<file path="src/rtl/io_write_demux_pkg.sv">
// Shared address map and slot state type for the I/O write demultiplexer.
// The read multiplexor imports the same package so both ends agree on
// which slot index belongs to which peripheral.
package io_write_demux_pkg;

   // Default geometry: two 8-bit slots addressed by a 1-bit selection.
   localparam int IO_R_DEFAULT = 2;
   localparam int IO_T_DEFAULT = 8;
   localparam int IO_N_DEFAULT = 1;

   // Named slot indices of the I/O map.
   localparam int IO_SLOT_UART_TX = 0;
   localparam int IO_SLOT_LED     = 1;

   // Per-slot state: FULL means the slot holds data the peripheral has not yet acknowledged.
   typedef enum logic {
      SLOT_EMPTY = 1'b0,
      SLOT_FULL  = 1'b1
   } slot_state_e;

endpackage

</file>
<file path="src/rtl/io_write_demux_slot.sv">
// One registered I/O output slot: T-bit data register plus an EMPTY/FULL
// state that tracks whether the peripheral has consumed the data yet.
// The top only raises wr_i when the slot is EMPTY or is being acked in the
// same cycle, so FULL + write without ack never happens here.
module io_write_slot
   import io_write_demux_pkg::*;
#(
   parameter int T = IO_T_DEFAULT
) (
   input  logic        clk,
   input  logic        reset_n,
   input  logic        wr_i,
   input  logic        ack_i,
   input  logic [T-1:0] din_i,
   output logic [T-1:0] dout_o,
   output slot_state_e  state_o
);

   logic [T-1:0] data_q;
   slot_state_e  state_q;

   // Slot FSM: a write loads data and marks FULL (write wins over a same-cycle
   // ack); an ack without a write empties the slot but leaves the data sticky.
   always_ff @(posedge clk or negedge reset_n) begin
      if (!reset_n) begin
         state_q <= SLOT_EMPTY;
         data_q  <= '0;
      end else begin
         case (state_q)
            SLOT_EMPTY: begin
               if (wr_i) begin
                  data_q  <= din_i;
                  state_q <= SLOT_FULL;
               end
            end
            SLOT_FULL: begin
               if (wr_i) begin
                  data_q <= din_i;
               end else if (ack_i) begin
                  state_q <= SLOT_EMPTY;
               end
            end
            default: state_q <= SLOT_EMPTY;
         endcase
      end
   end

   assign dout_o  = data_q;
   assign state_o = state_q;

endmodule

</file>
<file path="src/rtl/io_write_demux.sv">
// I/O write demultiplexer: routes one T-bit core write into one of R
// registered output slots selected by address.
// Handshake: a write is accepted in any cycle where wr_en && wr_ready; while
// wr_ready is low the core holds selection/datain/wr_en unchanged. wr_ready
// is combinational and is high for out-of-range selections (those writes are
// swallowed and flagged by a one-cycle wr_error pulse), for an EMPTY target
// slot, or for a FULL target slot that is being acked this very cycle.
module io_write_demux
   import io_write_demux_pkg::*;
#(
   parameter int R = IO_R_DEFAULT,
   parameter int T = IO_T_DEFAULT,
   parameter int N = IO_N_DEFAULT
) (
   input  logic           clk,
   input  logic           reset_n,
   input  logic [N-1:0]   selection,
   input  logic [T-1:0]   datain,
   input  logic           wr_en,
   output logic           wr_ready,
   output logic           wr_error,
   output logic [R*T-1:0] dataout,
   output logic [R-1:0]   data_new,
   input  logic [R-1:0]   data_ack
);

   logic         sel_valid;
   logic         sel_new;
   logic         sel_ack;
   logic         accept;
   logic [R-1:0] slot_wr;
   logic         wr_error_q;
   slot_state_e  slot_state [R];

   assign sel_valid = ({{(32-N){1'b0}}, selection} < 32'(R));

   // Pick the flag and ack of the addressed slot; out-of-range selections read as zero.
   always_comb begin
      sel_new = 1'b0;
      sel_ack = 1'b0;
      for (int k = 0; k < R; k++) begin
         if (selection == N'(k)) begin
            sel_new = data_new[k];
            sel_ack = data_ack[k];
         end
      end
   end

   assign wr_ready = !sel_valid || !sel_new || sel_ack;
   assign accept   = wr_en && wr_ready;

   // Address decode: one-hot write strobe for the slot that accepts this cycle.
   always_comb begin
      slot_wr = '0;
      for (int k = 0; k < R; k++) begin
         slot_wr[k] = accept && (selection == N'(k));
      end
   end

   // Out-of-range accepted writes raise wr_error for exactly the next cycle.
   always_ff @(posedge clk or negedge reset_n) begin
      if (!reset_n) begin
         wr_error_q <= 1'b0;
      end else begin
         wr_error_q <= accept && !sel_valid;
      end
   end

   assign wr_error = wr_error_q;

   for (genvar k = 0; k < R; k++) begin : g_slot
      io_write_slot #(
         .T (T)
      ) u_slot (
         .clk     (clk),
         .reset_n (reset_n),
         .wr_i    (slot_wr[k]),
         .ack_i   (data_ack[k]),
         .din_i   (datain),
         .dout_o  (dataout[k*T +: T]),
         .state_o (slot_state[k])
      );

      assign data_new[k] = (slot_state[k] == SLOT_FULL);
   end

endmodule

</file>
<file path="config.mk">
export PLATFORM = sky130hd
export DESIGN_NAME = io_write_demux
export DESIGN_NICKNAME = d
export VERILOG_FILES = /design/src/rtl/io_write_demux_pkg.sv /design/src/rtl/io_write_demux_slot.sv /design/src/rtl/io_write_demux.sv
export SDC_FILE = /design/constraint.sdc
export NUM_CORES = 1
export LEC_CHECK = 0
export ABC_AREA = 1
export CAP_MARGIN = 20
export CORE_ASPECT_RATIO = 0.6
export CORE_MARGIN = 5
export CORE_UTILIZATION = 35
export DETAILED_ROUTE_END_ITERATION = 16
export GPL_ROUTABILITY_DRIVEN = 0
export PLACE_DENSITY = 0.74
export SYNTH_ARGS = -nofsm -noshare
export SYNTH_HDL_FRONTEND = slang
export SYNTH_SLANG_ARGS = --single-unit
export TNS_END_PERCENT = 20
</file>
<file path="constraint.sdc">
create_clock -name clk -period 1.7 [get_ports clk]
set_input_delay 0.17 -clock clk [delete_from_list [all_inputs] [get_ports clk]]
set_output_delay 0.17 -clock clk [all_outputs]
set_load 0.01 [all_outputs]
</file>
==> results.ini, run 1 <==
[run_status]
outcome = finished, final reports clean

[timing]
fin_hold_ws_ns = 0.244
worst_slack_ns = 0.150
timing.final.crit_share_pct = 91.2
setup_viol = 0
fmaxAchievable_ghz = 0.645
rsz0062_at_grt = false
fin_tns_setup_ns = 0
fin_worst_skew_ns = 0.00691
hold_viol = 0
min_period_ns = 1.55
slew_viol_final = 0

[synthesis]
ys_warn_count = 0
seq_area_frac_synth_pct = 54.5
syn_nets = 101
syn_area_um2 = 827
syn_area_per_cell_um2 = 9.51
ys_ff_latch = 18
synth_cells = 87
ys_types = 11

[grt]
grt_pass1_vias = 692
gr-total-overflow = 0
grt_pass1_wl_um = 3200
antenna_found_initial = 0
grt_max_degree = 19
track_usage_pct = 12.6

[critical_path]
end_kind = output port
path_cells = clkdlybuf4s50_1, inv_1, nand2_2, nand2_1, nand2_1, clkdlybuf4s50_1
cpMaxStageDelayCell = clkdlybuf4s50_1
critical-path-top-delay-family = buffers and inverters
startpoint_type = input pin
critPathRequiredTime_ns = 1.53
critPathKind = input pin to output port
slowest_delay_ns = 0.53
worstPathArrival_ns = 1.38
worst-path-buf-inv = 3
path_max_fanout = 2

[clock_network]
path_clk_slew_ns = 0.07
post_cts_buffers = 0
hold_buffers = 0
numCtsBuffers = 3
cts_tree = yes
clock-root-buffer = clkbuf_8
clock-sinks = 18
clkLatencyLatePin_ns = 0.25
htree_num_levels = 1
cts_buffer_depth = 2
postCtsResizedCells = 0

[power]
p_per_area_mw_per_mm2 = 991
irDropWorstVdd_mv = 0.389
leakagePower_uw = 0.000592

[placement]
port_buffers = 32
hpwlAfterDp_um = 1580
preCtsSetupSlack_ns = 0.136

[final_layout]
drive_gt1_share_pct = 13.1
diodes = 0
synthToLayoutAreaGrowth_pct = 47.2
fin_nets = 137

[floorplanning]
fp.dieArea_mm2 = 0.00347
fp-row-count = 13
ios = 34
start_util_pct = 37.4
die_h_um = 47.7
die_x_um = 72.8
core_area_mm2 = 0.00221

[run]
max-cap-violations = 0

[worst_hold_path]
hp-class = input pin to asynchronous set/reset pin

[detailed_routing]
num_vias = 731
drc_errors = 0
ant_nets = 0
wl_um = 2000
routedWlPerCell_um = 13.1
drt-initial-drc-count = 20
drtPass1Iterations = 4
vias_per_cell = 4.81

synth_stat cells (all sizes together):
cell / number / share of area (%)
dfrtp: 18 / 54
conb: 1 / 0.45
buf: 8 / 9.1
nand3: 2 / 4.2
nand4: 16 / 12
nand2: 39 / 18
inv: 3 / 1.4
worst reg2reg max path: cells and delay by family (launching register included):
kind | cells | cell delay (ns)
flip-flops | 1 | 0.39
AND/OR/NAND/NOR | 4 | 0.36
buffers and inverters | 1 | 0.17
path summary, 6_finish.rpt:
path | slack [ns] | endpoint | cells past startpoint | start
max in group asynchronous | 1.26 | g_slot[1].u_slot.dout_o[4] | 2 | reset_n
hold reg to reg | 0.48 | g_slot[0].u_slot.dout_o[5] | 2 | g_slot[0].u_slot.dout_o[5]
hold / removal | 0.24 | g_slot[0].u_slot.dout_o[4] | 2 | reset_n
min in group clk | 0.48 | g_slot[0].u_slot.dout_o[5] | 2 | g_slot[0].u_slot.dout_o[5]
setup reg to reg | 0.68 | g_slot[0].u_slot.dout_o[7] | 5 | g_slot[0].u_slot.state_o
setup / recovery | 0.15 | wr_ready | 6 | data_ack[1]
sequential cells by signal (all words and copies together), names as in the netlist:
signal / flops
g_slot.u_slot.dout_o: 16
g_slot.u_slot.state_o: 2
layer usage:
| metal | wire length [um] | GRT usage, % | share of wire [%] | vias to the layer above |
|---|---|---|---|---|
| met3 | 197 | 6.50 | 9.9 | 0 |
| li1 | - | - | - | 357 |
| met1 | 957 | 15.7 | 48 | 348 |
| met4 | 0 | 3.31 | 0 | 0 |
| met2 | 841 | 19.7 | 42 | 26 |
| met5 | 0 | 0 | 0 | - |
area by class of cell:
type                       instances  area (um^2)
inverter                           3         11.3
sequential                        18          450
clock buffer                       4         55.1
tap                               30         37.5
fill                             215          995
multi-input combinational         58          290
timing repair buffer              39          373
through the flow:
step	power (uW)	instance area, um^2	utilization (%)	instances
detailed placement	873	1160	52.5	148
floorplan	676	827	-	87
CTS	1220	1220	55.0	152
global route	1270	1220	55.0	152
global placement	866	1160	52.5	148
finish	1210	1220	55.0	152
cell usage in the layout, fill, tap and decap left out:
master	count
nand2_2	2
buf_4	7
inv_1	2
conb_1	1
nand2_1	37
dfrtp_1	18
nand3_4	2
inv_2	1
clkbuf_8	4
nand4_1	16
clkdlybuf4s50_1	32
cells by family after synthesis:
| family | synth area share (%) |
|---|---|
| buffers and inverters | 10.4 |
| other | 0.453 |
| AND/OR/NAND/NOR | 34.6 |
| flip-flops | 54.5 |
power by group:
| part | internal, uW | switching [uW] |
|---|---|---|
| sequential | 494 | 36.8 |
| clock | 206 | 140 |
| combinational | 184 | 146 |
| total | 883 | 323 |
Power figures use the tool's default switching activity.
==> run 2, diff against run 1 <==
CORE_ASPECT_RATIO = default   (was 0.6)
PLACE_DENSITY = 0.77   (was 0.74)
SYNTH_HIERARCHICAL = 1   (was default)
==> results.ini, run 2 <==
[run_status]
outcome = finished, final reports clean

[synthesis]
synthTopCellsByArea = dfrtp_1, nand2_1, buf_6, inv_1, buf_4
ys_ff_latch = 18
syn_area_um2 = 736
ys_types = 8
synth_top_family_by_area = simple AND/OR/NAND/NOR gates
synth_fa_ha_area_share_pct = 0
synthMuxAreaShare_pct = 0
synth-simple-area-share_pct = 30.1
post_synth_xor_area_fraction_pct = 0
synth_async_sr_flop_share_pct = 100
syn_nets = 103
synth_cells = 89
ys.flop_type = dfrtp_1
ys_warn_count = 6
synth_compound_area_share_pct = 0
synth-edff-count = 0
syn_area_per_cell_um2 = 8.27
yosysMostFrequentCell = nand2_1
seq_area_frac_synth_pct = 61.2
synth_common_cells = nand2_1, dfrtp_1, inv_1
synth_top_area_share_pct = 61.2
synth_area_leader_cell = dfrtp_1

[run]
max-cap-violations = 0

[timing]
timing.final.crit_share_pct = 92.1
setup_viol = 0
fmaxAchievable_ghz = 0.639
fin_tns_setup_ns = 0
rsz0062_at_grt = false
min_period_ns = 1.57
slew_viol_final = 0
hold_viol = 0
fin_worst_skew_ns = 0.000517

[detailed_routing]
wl_um = 1590
vias_per_cell = 4.25
met2_length_um = 700
wl_met1_um = 759
drtPass1Iterations = 4
drc_errors = 0
drt-initial-drc-count = 14
top_layer_used = met3
routedWlPerCell_um = 10.4
wl_met3_um = 127
num_vias = 646
ant_nets = 0

[critical_path]
path_max_fanout = 3
critPathRequiredTime_ns = 1.53
startpoint_type = flip-flop
end_kind = output port
worstPathArrival_ns = 1.40
critPathKind = flip-flop to output port

[floorplanning]
core_area_mm2 = 0.00198
die_x_um = 55.8
fp-row-count = 16
ios = 34
die_h_um = 55.8
start_util_pct = 37.1
fp.dieArea_mm2 = 0.00312

[clock_network]
clock-root-buffer = clkbuf_4
postCtsResizedCells = 0
hold_buffers = 0
clock-sinks = 18
clkLatencyLatePin_ns = 0.28
numCtsBuffers = 3
path_clk_slew_ns = 0.10
htree_num_levels = 1
cts_tree = yes
post_cts_buffers = 0
cts_buffer_depth = 2

[final_layout]
diodes = 0
fillers = 179
largest_register_ffs = 16
fin_nets = 140
final_cell_mix = nand2_1, clkdlybuf4s50_1, dfrtp_1, inv_1
synthToLayoutAreaGrowth_pct = 52.0
drive_gt1_share_pct = 7.20
final_cells = 152
final_common_cell = nand2_1

[power]
p_per_area_mw_per_mm2 = 966
irDropWorstVdd_mv = 0.500
leakagePower_uw = 0.000588

[grt]
track_usage_pct = 11.3
grt_pass1_wl_um = 2900
gr-total-overflow = 0
grt_max_degree = 19
antenna_found_initial = 0
grt_pass1_vias = 660

[worst_hold_path]
hp-class = input pin to asynchronous set/reset pin

[placement]
port_buffers = 32
hpwlAfterDp_um = 1290
placed_cells = 148

==> run 2: changes by cell type after synthesis, sizes merged <==
cell   previous run  this run
inv               3         8
nand2            39        57
nand3             2         0
nand4            16         0
buf               8         3
nor2              0         2
==> run 2: metal layers <==
| metal | GRT usage [%] | up-vias |
|---|---|---|
| met4 | 3.05 | 0 |
| met2 | 17.9 | 28 |
| met5 | 0 | - |
| li1 | - | 329 |
| met3 | 3.48 | 0 |
| met1 | 15.0 | 289 |
==> run 2: cell type report <==
cell class	instances	area, um^2	area share [%]
repair buffers	35	343	30.6
multi-input cells	60	225	20.1
inverters	8	30.0	2.68
well taps	27	33.8	3.02
clock buffers	4	36.3	3.24
flip-flops and latches	18	450	40.3
==> run 2: final timing paths <==
path | from | end | slack (ns) | cells past startpoint
setup / recovery | g_slot[0].u_slot/state_o | wr_ready | 0.13 | 4
hold / removal | reset_n | g_slot[0].u_slot/dout_o[0] | 0.21 | 2
setup reg to reg | g_slot[0].u_slot/state_o | g_slot[0].u_slot/dout_o[7] | 0.60 | 6
hold reg to reg | g_slot[1].u_slot/dout_o[1] | g_slot[1].u_slot/dout_o[1] | 0.48 | 2
max in group asynchronous | reset_n | g_slot[1].u_slot/dout_o[0] | 1.30 | 2
min in group clk | datain[3] | g_slot[1].u_slot/dout_o[3] | 0.45 | 3
==> run 2: stage by stage <==
step / total power (uW) / area, um^2 / hold slack (ns) / setup slack (ns) / util (%)
6_report: 1080 / 1120 / 0.210 / 0.134 / 56.4
5_1_grt: 1150 / 1120 / 0.232 / 0.0624 / 56.4
3_5_place_dp: 842 / 1080 / 0.457 / 0.150 / 54.6
2_1_floorplan: 646 / 736 / -0.126 / 0.663 / -
4_1_cts: 1100 / 1120 / 0.218 / 0.119 / 56.4
3_3_place_gp: 837 / 1080 / 0.458 / 0.163 / 54.6
==> run 2: logic make-up (layout without fill, tap and decap cells) <==
family                 count (synthesis)  after routing
buffers and inverters                 11             47
flip-flops                            18             18
other                                  1              1
AND/OR/NAND/NOR                       59             59
==> run 2: worst max-delay path, cell delays in order (launching register included) <==
cell and delay (ns):
dfrtp_1 0.40, nand2_1 0.07, nand2_1 0.06, nand2_1 0.06
clkdlybuf4s50_1 0.53
==> run 2: where the power goes <==
part / total (uW) / leakage [uW] / switching, uW / internal [uW]
logic: 300 / 0.000344 / 127 / 173
registers: 529 / 0.000223 / 35.7 / 493
clock network: 253 / 0.0000210 / 123 / 130
total: 1080 / 0.000588 / 285 / 796
==> run 3, diff against run 2 <==
CORE_UTILIZATION = 42   (was 35)
PLACE_DENSITY = 0.88   (was 0.77)
SKIP_LAST_GASP = 1   (was default)
==> results.ini, run 3 (synthesis results as in run 2) <==
[power]
sw_frac_of_total_pct = 27.0
irDropWorstVdd_mv = 0.526
p_per_area_mw_per_mm2 = 938
clkPwrFrac_pct = 19.0
leakagePower_uw = 0.000581
switching_power_uw = 277
p_comb_share_pct = 29.4
seqPwrFrac_pct = 51.6
power.internal_uw = 748

[placement]
hpwlAfterDp_um = 1300
placed_cells = 138
port_buffers = 32

[critical_path]
slowest_delay_ns = 0.52
critPathRequiredTime_ns = 1.53
critPathKind = flip-flop to output port
worstPathArrival_ns = 1.40
cpMaxStageDelayCell = clkdlybuf4s50_1
path_max_fanout = 3
startpoint_type = flip-flop
path_cells = nand2_1, nand2_1, nand2_1, clkdlybuf4s50_1
path_common_cell = nand2_1
end_kind = output port

[grt]
track_usage_pct = 13.9
antenna_found_initial = 0
grt_pass1_wl_um = 2710
gr-total-overflow = 0
grt_pass1_vias = 661
grt_max_degree = 19

[timing]
fmaxAchievable_ghz = 0.637
min_period_ns = 1.57
fin_tns_setup_ns = 0
timing.final.crit_share_pct = 92.3
rsz0062_at_grt = false
fin_worst_skew_ns = 0.00582
hold_viol = 0
slew_viol_final = 0
setup_viol = 0

[clock_network]
htree_num_levels = 1
hold_buffers = 0
clock-root-buffer = clkbuf_4
cts_buffer_depth = 2
path_clk_slew_ns = 0.09
numCtsBuffers = 3
cts_tree = yes
postCtsResizedCells = 0
post_cts_buffers = 0
clock-sinks = 18
clkLatencyLatePin_ns = 0.28

[run]
max-cap-violations = 0

[final_layout]
fillers = 152
final_cells = 141
drive_gt1_share_pct = 6.45
diodes = 0
seqCellArea_um2 = 450
multi_input_area_um2 = 225
largest_register_ffs = 16
final_common_cell = nand2_1
fin_nets = 140
synthToLayoutAreaGrowth_pct = 48.5
final_cell_mix = nand2_1, clkdlybuf4s50_1, dfrtp_1, inv_1

[worst_hold_path]
hp-class = input pin to asynchronous set/reset pin

[floorplanning]
fp-row-count = 15
die_h_um = 51.9
ios = 34
start_util_pct = 43.6
fp.dieArea_mm2 = 0.00269
core_area_mm2 = 0.00169
die_x_um = 51.9

[detailed_routing]
wl_um = 1610
ant_nets = 0
drt-initial-drc-count = 9
routedWlPerCell_um = 11.4
drc_errors = 0
vias_per_cell = 4.55
num_vias = 642
drtPass1Iterations = 4

[run_status]
outcome = finished, final reports clean

[run 3: cell types whose count changed in the layout (fill, tap and decap cells not counted)]
cell / change
clkbuf_8: -1
[run 3: worst paths after layout]
check | slack [ns] | depth (start not counted) | to | from
max in group asynchronous | 1.30 | 2 | g_slot[1].u_slot/state_o | reset_n
max reg2reg | 0.55 | 6 | g_slot[0].u_slot/dout_o[7] | g_slot[0].u_slot/state_o
min in group clk | 0.46 | 3 | g_slot[1].u_slot/dout_o[7] | datain[7]
max | 0.13 | 4 | wr_ready | g_slot[0].u_slot/state_o
min | 0.21 | 2 | g_slot[0].u_slot/dout_o[1] | reset_n
min reg2reg | 0.47 | 2 | g_slot[1].u_slot/dout_o[5] | g_slot[1].u_slot/dout_o[5]
[run 3: per-layer routing]
metal	track usage [%]	wire length [um]
met1	15.3	629
met2	23.8	831
met3	4.87	137
met4	6.55	8
met5	0	0
[run 3: power by group through the flow]
stage	clock (uW)	combinational [uW]	sequential, uW
4_1_cts	206	307	530
2_1_floorplan	0	78.9	567
6_report	195	301	528
3_3_place_gp	0	299	535
5_1_grt	221	332	537
3_5_place_dp	0	306	537
[run 3: worst max-delay path, delay by kind of cell (launching register included)]
kind | cells | cell delay (ns)
buffers and inverters | 1 | 0.52
DFF | 1 | 0.40
and+or+nand+nor | 3 | 0.19
[run 3: cell type report]
cell class	count	area share [%]
Timing Repair Buffer	35	31.4
Inverter	8	2.75
Clock buffer	3	2.06
Tap cell	17	1.95
Sequential cell	18	41.2
Multi-Input combinational cell	60	20.6
[run 3: per-stage QoR]
stage	total power [uW]	utilization, %	hold slack [ns]	instance area, um^2	setup WS (ns)
final	1020	64.7	0.210	1090	0.131
after global routing	1090	64.7	0.218	1090	0.0490
after CTS	1040	64.7	0.207	1090	0.113
after detailed placement	844	63.3	0.457	1070	0.134
after global placement	834	63.3	0.454	1070	0.164
after floorplan	646	-	-0.126	736	0.663
